--- src/rtl/vga_compositor.sv ---
// vga_compositor: parametrised VGA raster engine compositing N_LAYERS priority rectangles over a
// background colour. Frame-synchronous dimming is built only when VGA_COMPOSITOR_DIM_EN is defined.
module vga_compositor #(
  parameter int unsigned DIV      = 4,
  parameter int unsigned H_ACTIVE = 640,
  parameter int unsigned H_FP     = 16,
  parameter int unsigned H_SYNC   = 96,
  parameter int unsigned H_BP     = 48,
  parameter int unsigned V_ACTIVE = 480,
  parameter int unsigned V_FP     = 10,
  parameter int unsigned V_SYNC   = 2,
  parameter int unsigned V_BP     = 33,
  parameter bit          SYNC_POL = 1'b0,
  parameter int unsigned N_LAYERS = 8,
  parameter int unsigned COORD_W  = 11
) (
  input  logic                         clk,
  input  logic                         rst,
  input  logic [N_LAYERS*COORD_W-1:0]  rect_x,
  input  logic [N_LAYERS*COORD_W-1:0]  rect_y,
  input  logic [N_LAYERS*COORD_W-1:0]  rect_w,
  input  logic [N_LAYERS*COORD_W-1:0]  rect_h,
  input  logic [N_LAYERS*12-1:0]       rect_color,
  input  logic [N_LAYERS-1:0]          layer_en,
  input  logic [11:0]                  bg_color,
  input  logic                         dim_step,
  output logic                         hsync,
  output logic                         vsync,
  output logic [3:0]                   vga_r,
  output logic [3:0]                   vga_g,
  output logic [3:0]                   vga_b,
  output logic                         frame_start,
  output logic                         pix_active
);

  localparam int unsigned H_TOT = H_ACTIVE + H_FP + H_SYNC + H_BP;
  localparam int unsigned V_TOT = V_ACTIVE + V_FP + V_SYNC + V_BP;
  localparam int unsigned HW    = $clog2(H_TOT);
  localparam int unsigned VW    = $clog2(V_TOT);
  localparam int unsigned DW    = (DIV > 1) ? $clog2(DIV) : 1;
  localparam int unsigned CW1   = COORD_W + 1;

  // ---------------------------------------------------------------- pixel tick
  logic [DW-1:0] div_q;
  logic          tick;

  assign tick = (div_q == DW'(DIV - 1));

  // NOTE: all sequential state uses non-blocking assignments so every register samples
  // pre-edge values regardless of block ordering.
  always_ff @(posedge clk or negedge rst) begin
    if (!rst) begin
      div_q <= '0;
    end else if (tick) begin
      div_q <= '0;
    end else begin
      div_q <= div_q + DW'(1);
    end
  end

  // ---------------------------------------------------------------- raster counters
  logic [HW-1:0] hcount_q, hcount_d;
  logic [VW-1:0] vcount_q, vcount_d;

  // NOTE: next-state signals get their hold value first so no path leaves them unassigned
  // (which would infer a latch).
  always_comb begin
    hcount_d = hcount_q;
    vcount_d = vcount_q;
    if (tick) begin
      if (hcount_q == HW'(H_TOT - 1)) begin
        hcount_d = '0;
        vcount_d = (vcount_q == VW'(V_TOT - 1)) ? '0 : vcount_q + VW'(1);
      end else begin
        hcount_d = hcount_q + HW'(1);
      end
    end
  end

  always_ff @(posedge clk or negedge rst) begin
    if (!rst) begin
      hcount_q <= '0;
      vcount_q <= '0;
    end else begin
      hcount_q <= hcount_d;
      vcount_q <= vcount_d;
    end
  end

  // ---------------------------------------------------------------- stage 1: hit test
  logic [CW1-1:0]      x_ext, y_ext;
  logic [N_LAYERS-1:0] hit;
  logic                active_c, hsync_c, vsync_c, first_c;

  assign x_ext = CW1'(hcount_q);
  assign y_ext = CW1'(vcount_q);

  // Extents are computed one bit wider than the coordinates so x+w never wraps to a small value.
  for (genvar i = 0; i < N_LAYERS; i++) begin : g_hit
    logic [CW1-1:0] rx, ry, rx_end, ry_end;
    assign rx     = {1'b0, rect_x[i*COORD_W +: COORD_W]};
    assign ry     = {1'b0, rect_y[i*COORD_W +: COORD_W]};
    assign rx_end = rx + {1'b0, rect_w[i*COORD_W +: COORD_W]};
    assign ry_end = ry + {1'b0, rect_h[i*COORD_W +: COORD_W]};
    assign hit[i] = layer_en[i] && (x_ext >= rx) && (x_ext < rx_end)
                                && (y_ext >= ry) && (y_ext < ry_end);
  end

  assign active_c = (hcount_q < HW'(H_ACTIVE)) && (vcount_q < VW'(V_ACTIVE));
  assign hsync_c  = ((hcount_q >= HW'(H_ACTIVE + H_FP)) &&
                     (hcount_q <  HW'(H_ACTIVE + H_FP + H_SYNC))) ? SYNC_POL : ~SYNC_POL;
  assign vsync_c  = ((vcount_q >= VW'(V_ACTIVE + V_FP)) &&
                     (vcount_q <  VW'(V_ACTIVE + V_FP + V_SYNC))) ? SYNC_POL : ~SYNC_POL;
  assign first_c  = (hcount_q == '0) && (vcount_q == '0);

  logic [N_LAYERS-1:0]    s1_hit_q;
  logic [N_LAYERS*12-1:0] s1_color_q;
  logic [11:0]            s1_bg_q;
  logic                   s1_active_q, s1_hsync_q, s1_vsync_q, s1_first_q;

  always_ff @(posedge clk or negedge rst) begin
    if (!rst) begin
      s1_hit_q    <= '0;
      s1_color_q  <= '0;
      s1_bg_q     <= '0;
      s1_active_q <= 1'b0;
      s1_hsync_q  <= ~SYNC_POL;
      s1_vsync_q  <= ~SYNC_POL;
      s1_first_q  <= 1'b0;
    end else if (tick) begin
      s1_hit_q    <= hit;
      s1_color_q  <= rect_color;
      s1_bg_q     <= bg_color;
      s1_active_q <= active_c;
      s1_hsync_q  <= hsync_c;
      s1_vsync_q  <= vsync_c;
      s1_first_q  <= first_c;
    end
  end

  // ---------------------------------------------------------------- stage 2: priority select
  logic [11:0] sel_color;

  // Walk from the lowest priority upward so the lowest-index hit overwrites last.
  always_comb begin
    sel_color = s1_bg_q;
    for (int i = int'(N_LAYERS) - 1; i >= 0; i--) begin
      if (s1_hit_q[i]) sel_color = s1_color_q[i*12 +: 12];
    end
    if (!s1_active_q) sel_color = '0;
  end

  logic [11:0] out_color;

`ifdef VGA_COMPOSITOR_DIM_EN
  logic       dim_step_q;
  logic [1:0] pend_q, dim_level_q, dim_eff;

  always_ff @(posedge clk or negedge rst) begin
    if (!rst) begin
      dim_step_q  <= 1'b0;
      pend_q      <= 2'd0;
      dim_level_q <= 2'd0;
    end else begin
      dim_step_q <= dim_step;
      if (dim_step && !dim_step_q) pend_q <= pend_q + 2'd1;
      if (tick && s1_first_q) dim_level_q <= pend_q;
    end
  end

  // Pixel (0,0) is registered on the same edge that loads the new level, so it uses pending directly.
  assign dim_eff   = s1_first_q ? pend_q : dim_level_q;
  assign out_color = {sel_color[11:8] >> dim_eff,
                      sel_color[7:4]  >> dim_eff,
                      sel_color[3:0]  >> dim_eff};
`else
  logic unused_dim;
  assign unused_dim = dim_step;
  assign out_color  = sel_color;
`endif

  // ---------------------------------------------------------------- output registers
  logic       hsync_q, vsync_q, frame_start_q, pix_active_q;
  logic [11:0] rgb_q;

  always_ff @(posedge clk or negedge rst) begin
    if (!rst) begin
      hsync_q       <= ~SYNC_POL;
      vsync_q       <= ~SYNC_POL;
      rgb_q         <= '0;
      pix_active_q  <= 1'b0;
      frame_start_q <= 1'b0;
    end else begin
      frame_start_q <= tick && s1_first_q;
      if (tick) begin
        hsync_q      <= s1_hsync_q;
        vsync_q      <= s1_vsync_q;
        rgb_q        <= out_color;
        pix_active_q <= s1_active_q;
      end
    end
  end

  assign hsync       = hsync_q;
  assign vsync       = vsync_q;
  assign vga_r       = rgb_q[11:8];
  assign vga_g       = rgb_q[7:4];
  assign vga_b       = rgb_q[3:0];
  assign frame_start = frame_start_q;
  assign pix_active  = pix_active_q;

endmodule

--- config.mk ---
export PLATFORM = sky130hd
export DESIGN_NAME = vga_compositor
export DESIGN_NICKNAME = d
export VERILOG_FILES = /design/src/rtl/vga_compositor.sv
export SDC_FILE = /design/constraint.sdc
export NUM_CORES = 1
export LEC_CHECK = 0
export BUFFER_PORTS_ARGS = -buffer_cell sky130_fd_sc_hd__buf_2
export CORE_MARGIN = 4
export CORE_UTILIZATION = 45
export DETAILED_ROUTE_END_ITERATION = 8
export PLACE_DENSITY = 0.71
export SLEW_MARGIN = 20
export SYNTH_ARGS = -nofsm -noshare
export SYNTH_HDL_FRONTEND = slang
export SYNTH_SLANG_ARGS = --single-unit
export TNS_END_PERCENT = 100
--- constraint.sdc ---
create_clock -name clk -period 2.6 [get_ports clk]
set_clock_uncertainty 0.15 [all_clocks]
set_input_delay 0.26 -clock clk [delete_from_list [all_inputs] [get_ports clk]]
set_output_delay 0.26 -clock clk [all_outputs]
set_load 0.01 [all_outputs]
==> impl_metrics.py, run 1 <==
metrics = {
    "worst_setup_path": {
        "crit_required_ns": 2.78,
        "path_cells": "buf_6, ha_4, fa_2, a211oi_2, nor2_1, nor4_2, nor3_1, a21oi_1, xor2_1, ha_2, o21ai_1, nand2b_1, o211ai_1, a31oi_1, o211ai_1, a41o_1",
        "path_max_fanout": 2,
        "critPathKind": "in -> reg",
        "cp_common_cell": "o211ai_1",
        "worstSetupEndpointType": "flip-flop",
        "cp-start-kind": "input port",
        "crit_arrival_ns": 3.07,
        "slowest_stage": "fa_2",
        "crit_path_max_incr_delay_ns": 0.35,
        "cp.buffers_inverters": 1,
        "cpLargestDelayFamily": "compound AO/OA/AOI/OAI gates",
    },
    "logic_synthesis": {
        "synth.avg_cell_area_um2": 8.64,
        "synth_seq_area_share": 0.190,
        "ys.flop_type": "dfrtp_1",
        "ys_warn_count": 0,
        "syn-num-nets": 3386,
        "syn-cell-area_um2": 20900,
        "async_flop_share": 1.00,
        "synth_top_area_frac": 0.291,
        "ys_top_cells_by_count": "485 x ha_1, 240 x inv_1, 194 x o21ai_0",
        "yosys.area.top_type": "ha_1",
        "synth_seq_cells": 158,
        "syn_inst": 2414,
        "synth_edf_count": 0,
        "ys_types": 85,
        "synth_area_leaders": "ha_1 29%, dfrtp_1 18%, o21ai_0 4.7%",
        "synth_most_common_cell": "ha_1",
    },
    "die": {
        "rows": 78,
        "die_x_um": 223,
        "num_io_pins": 487,
        "coreArea_um2": 45600,
        "die_y_um": 223,
        "die-area_um2": 49900,
        "start_util": 0.458,
    },
    "power": {
        "power_density_nw_per_um2": 316,
        "finalPower_uw": 9330,
        "p_leak_uw": 0.0154,
        "peakVddDrop_uv": 399,
    },
    "route": {
        "ant_nets": 0,
        "drtIter0Drc": 1315,
        "drtPass1Iterations": 7,
        "drcViolationCount": 0,
        "vias": 22512,
        "wl_per_cell_um": 19.5,
        "wirelength_um": 78300,
        "routed_via_density": 5.60,
    },
    "grt": {
        "grt_pass1_wl_um": 120000,
        "grtUsageTotal": 0.298,
        "antenna_found_initial": 38,
        "gr-total-overflow": 0,
        "grt_max_degree": 97,
        "first_global_vias": 23087,
    },
    "timing": {
        "min_period_over_period": 1.11,
        "worst_pin_slew_ns": 1.08,
        "finalHoldViolations": 0,
        "fmax_mhz": 346,
        "setup_viol": 8,
        "finalMaxSlewViolations": 0,
        "slew_headroom": 0.278,
        "min_period_ns": 2.89,
        "setup_tns_ns": -1.21,
        "rsz0062_at_grt": "true",
        "finalWorstSetupSlack_ns": -0.291,
    },
    "final_layout": {
        "final_util": 0.648,
        "drive_gt1_frac": 0.336,
        "area_growth_pct": 41.6,
        "layout.nets": 4349,
        "fin_cells": 4021,
    },
    "run_status": {
        "violations": "setup timing",
        "status": "finished with violations",
    },
    "clock_tree": {
        "clock-sinks": 158,
        "htreeDepth": 4,
        "clk_latency_ns": 0.44,
        "cts_root_buf": "clkbuf_16",
        "clkSlewWorstSetupHoldPaths_ns": 0.07,
        "numCtsBuffers": 17,
        "cts_tree": "built",
        "clockBufferDepth": 2,
    },
    "run": {
        "max_cap_violations": 0,
    },
    "place": {
        "hpwl_um": 60200,
        "dp_slack_ns": -0.840,
        "gp_congestion": 0.944,
        "placedCellCount": 3817,
        "port_buffers": 485,
    },
    "min_path": {
        "hp-class": "in -> reg",
    },
}
-- stage by stage --
step                hold WS, ns  area (um^2)
finish                    0.184        29500
global placement          0.201        27000
detailed placement        0.206        27000
global route              0.201        29500
floorplan                -0.186        21100
CTS                       0.184        29100
-- where the power goes --
group / internal [uW] / switching (uW)
combinational: 2100 / 1940
clock: 1460 / 1230
sequential: 2550 / 55.8
total: 6110 / 3230
-- worst register-to-register path, delay by kind of cell (launching register included) --
kind	cells	cell delay, ns
and+or+nand+nor	2	0.21
AOI/OAI and AO/OA	5	1.06
adders and majority gates	1	0.26
buffers and inverters	2	0.44
DFF	1	0.39
-- metal layers --
layer / share of wire / vias to the layer above / track usage / wire length [um]
li1: - / 10792 / - / -
met1: 0.41 / 10507 / 0.360 / 31800
met2: 0.47 / 895 / 0.498 / 36600
met3: 0.068 / 294 / 0.0649 / 5330
met4: 0.057 / 24 / 0.154 / 4440
met5: 0.0019 / - / 0 / 149
-- cells in the final DEF, fill, tap and decap left out, types with 67 or more instances in the layout --
cell           synthesis  final
dfrtp_1              154    154
inv_1                240    237
dlygate4sd3_1          0    109
buf_4                  1    385
nor2_1               127    125
nand2b_1              68     67
mux2_2                86     86
xor2_1                73     73
a21oi_1              192    177
a21o_1                68     68
buf_2                  4    465
ha_1                 485    459
nand2_1              136    134
o21ai_0              194    168
-- what timing repair did --
action	4_1_cts	5_1_grt
setup endpoints to repair	8	22
hold buffers	109	0
resized for setup	57	83
pin swaps	74	69
hold endpoints to repair	177	0
buffers inserted	27	6
-- logic make-up after synthesis --
logic type / after synthesis / synth area share
AO/OA/AOI/OAI: 724 / 0.221
flip-flops: 158 / 0.190
AND/OR/NAND/NOR: 520 / 0.125
XOR/XNOR: 122 / 0.0512
buffers and inverters: 287 / 0.0526
multiplexers: 102 / 0.0541
adder cells (fa/ha/maj): 501 / 0.306
-- layout make-up --
class | count | area [um^2]
fillers | 3700 | 16000
diodes | 31 | 77.6
inverters | 241 | 911
repair buffers | 990 | 6770
multi-input cells | 1969 | 16500
flip-flops and latches | 158 | 3960
clock inverters | 14 | 170
well taps | 600 | 751
clock buffers | 18 | 429
-- flip-flops by register name, summed over array words and instances (netlist names), 2 cells and up --
name	cells
div_q	2
hcount_q	10
s1_bg_q	12
rgb_q	12
vcount_q	10
s1_hit_q	8
s1_color_q	96
-- worst paths after layout --
path / start / end / slack (ns) / depth (start not counted)
setup / recovery: rect_w[66] / s1_hit_q[6] / -0.29 / 16
hold reg to reg: div_q[0] / div_q[0] / 0.34 / 1
hold / removal: rect_y[87] / s1_hit_q[7] / 0.18 / 5
setup reg to reg: vcount_q[0] / s1_hit_q[0] / -0.01 / 10
max in group asynchronous: rst / s1_color_q[30] / 1.16 / 3
min in group asynchronous: rst / s1_color_q[94] / 0.32 / 2
Power figures use the tool's default switching activity.
==> run 2: changes to the inputs <==
- CORE_UTILIZATION: 45 -> 40
- PLACE_DENSITY: 0.71 -> default
==> impl_metrics.py, run 2 (synthesis gave the netlist of run 1 again) <==
metrics = {
    "final_layout": {
        "final_common_cell": "buf_2",
        "largest_reg_flops": 96,
        "register_area_um2": 3960,
        "layout.nets": 4354,
        "fin_cells": 4111,
        "fillers": 4706,
        "largest_register": "s1_color_q",
        "final_util": 0.578,
        "multiInputGateArea_um2": 16500,
        "design_area_um2": 29800,
        "area_growth_pct": 42.7,
        "drive_gt1_frac": 0.337,
        "top_regs": "s1_color_q (96), rgb_q (12), s1_bg_q (12)",
        "layout_common_cells": "466 x buf_2, 459 x ha_1, 385 x buf_4",
    },
    "clock_tree": {
        "numCtsBuffers": 17,
        "cts_root_buf": "clkbuf_16",
        "clock-sinks": 158,
        "clk_latency_ns": 0.44,
        "clockBufferDepth": 2,
        "htreeDepth": 4,
        "clkSlewWorstSetupHoldPaths_ns": 0.06,
        "cts_tree": "built",
    },
    "place": {
        "placedCellCount": 3907,
        "port_buffers": 485,
        "gp_congestion": 0.955,
        "hpwl_um": 62100,
        "dp_slack_ns": -1.01,
        "placed_area_um2": 27200,
    },
    "min_path": {
        "whs_endpoint": "s1_hit_q[7]",
        "worstHoldPathCells": 5,
        "hold_start": "rect_y[87]",
        "hp-class": "in -> reg",
    },
    "die": {
        "rows": 83,
        "num_io_pins": 487,
        "start_util": 0.405,
        "die_y_um": 236,
        "die-area_um2": 55900,
        "coreArea_um2": 51500,
        "die_x_um": 236,
    },
    "timing": {
        "worst_pin_slew_ns": 1.15,
        "min_period_ns": 2.88,
        "fmax_mhz": 347,
        "slew_headroom": 0.236,
        "min_period_over_period": 1.11,
        "rsz0062_at_grt": "true",
        "timing.hold.ws_ns": 0.202,
        "finalWorstSetupSlack_ns": -0.282,
        "finalHoldViolations": 0,
        "finalMaxSlewViolations": 0,
        "setup_viol": 7,
    },
    "worst_setup_path": {
        "reg2reg_slack_ns": -0.03,
        "path_max_fanout": 2,
        "crit_required_ns": 2.77,
        "reg2regPathDepth": 10,
        "r2r-start": "hcount_q[0]",
        "cp-start-kind": "input port",
        "crit_arrival_ns": 3.05,
        "r2r-end": "s1_hit_q[6]",
        "worstSetupEndpointType": "flip-flop",
        "critPathKind": "in -> reg",
    },
    "route": {
        "routed_via_density": 5.30,
        "drtIter0Drc": 1241,
        "ant_nets": 0,
        "wl_met1_um": 33700,
        "vias": 21781,
        "drcViolationCount": 0,
        "top_layer": "met5",
        "wl_met2_um": 36200,
        "drtPass1Iterations": 7,
        "wl_met3_um": 4250,
        "wirelength_um": 77200,
        "wl_per_cell_um": 18.8,
    },
    "grt": {
        "grt_max_degree": 88,
        "first_global_vias": 22558,
        "antenna_found_initial": 39,
        "grt_pass1_wl_um": 119000,
        "gr-total-overflow": 0,
        "grtUsageTotal": 0.266,
    },
    "run_status": {
        "status": "finished with violations",
        "violations": "setup timing",
    },
    "power": {
        "power_density_nw_per_um2": 312,
        "peakVddDrop_uv": 399,
        "p_leak_uw": 0.0155,
    },
    "run": {
        "max_cap_violations": 0,
    },
}
==> run 2: per-stage QoR <==
stage	setup TNS [ns]	total power, uW
6_report	-0.975	9290
5_1_grt	-2.16	9920
4_1_cts	-0.958	9220
3_5_place_dp	-5.90	6260
3_3_place_gp	-5.45	6150
2_1_floorplan	-1.53	4700
==> run 2: final cells by class <==
type                            count  share of cell area
Tap cell                          680              0.0286
Antenna cell                       38             0.00319
Clock buffer                       19              0.0152
Sequential cell                   158               0.133
Clock inverter                     11             0.00517
Inverter                          241              0.0305
Timing Repair Buffer              995               0.230
Multi-Input combinational cell   1969               0.554
==> run 2: routing by layer <==
metal  up-vias  GRT usage
li1      10796          -
met1     10268      0.338
met2       555      0.449
met3       152     0.0485
met4        10      0.100
met5         -          0
==> run 2: critical path: stages <==
cell and delay, ns:
buf_8 0.10, ha_4 0.15, fa_2 0.34, a211oi_2 0.17, nor2_1 0.09, nor4_2 0.27, nor3_2 0.11, a21oi_2 0.14
xor2_1 0.08, ha_2 0.32, o21ai_1 0.05, nand2b_1 0.08, o211ai_1 0.11, a31oi_1 0.20, o211ai_1 0.29, a41o_1 0.27
==> run 2: report_power, final <==
part	internal, uW	total [uW]	switching (uW)
sequential	2550	2600	46.9
clock	1560	2690	1120
combinational	2090	4000	1900
total	6210	9290	3070
==> run 2: worst max-delay path by stage <==
stage	start	to	slack, ns	cells after the start
3_3_place_gp	rect_y[33]	s1_hit_q[3]	-0.90	17
3_5_place_dp	rect_y[33]	s1_hit_q[3]	-1.01	17
4_1_cts	rect_x[66]	s1_hit_q[6]	-0.22	16
6_report	rect_x[66]	s1_hit_q[6]	-0.28	16
5_1_grt	rect_x[66]	s1_hit_q[6]	-0.40	16
2_1_floorplan	rect_x[22]	s1_hit_q[2]	-0.36	15
==> run 2: repair_timing <==
item	in CTS	in global routing
buffers inserted	19	9
endpoints found under the hold margin	165	0
setup endpoints to repair	9	17
resized for setup	70	58
pin swaps	77	55
hold buffers	109	0
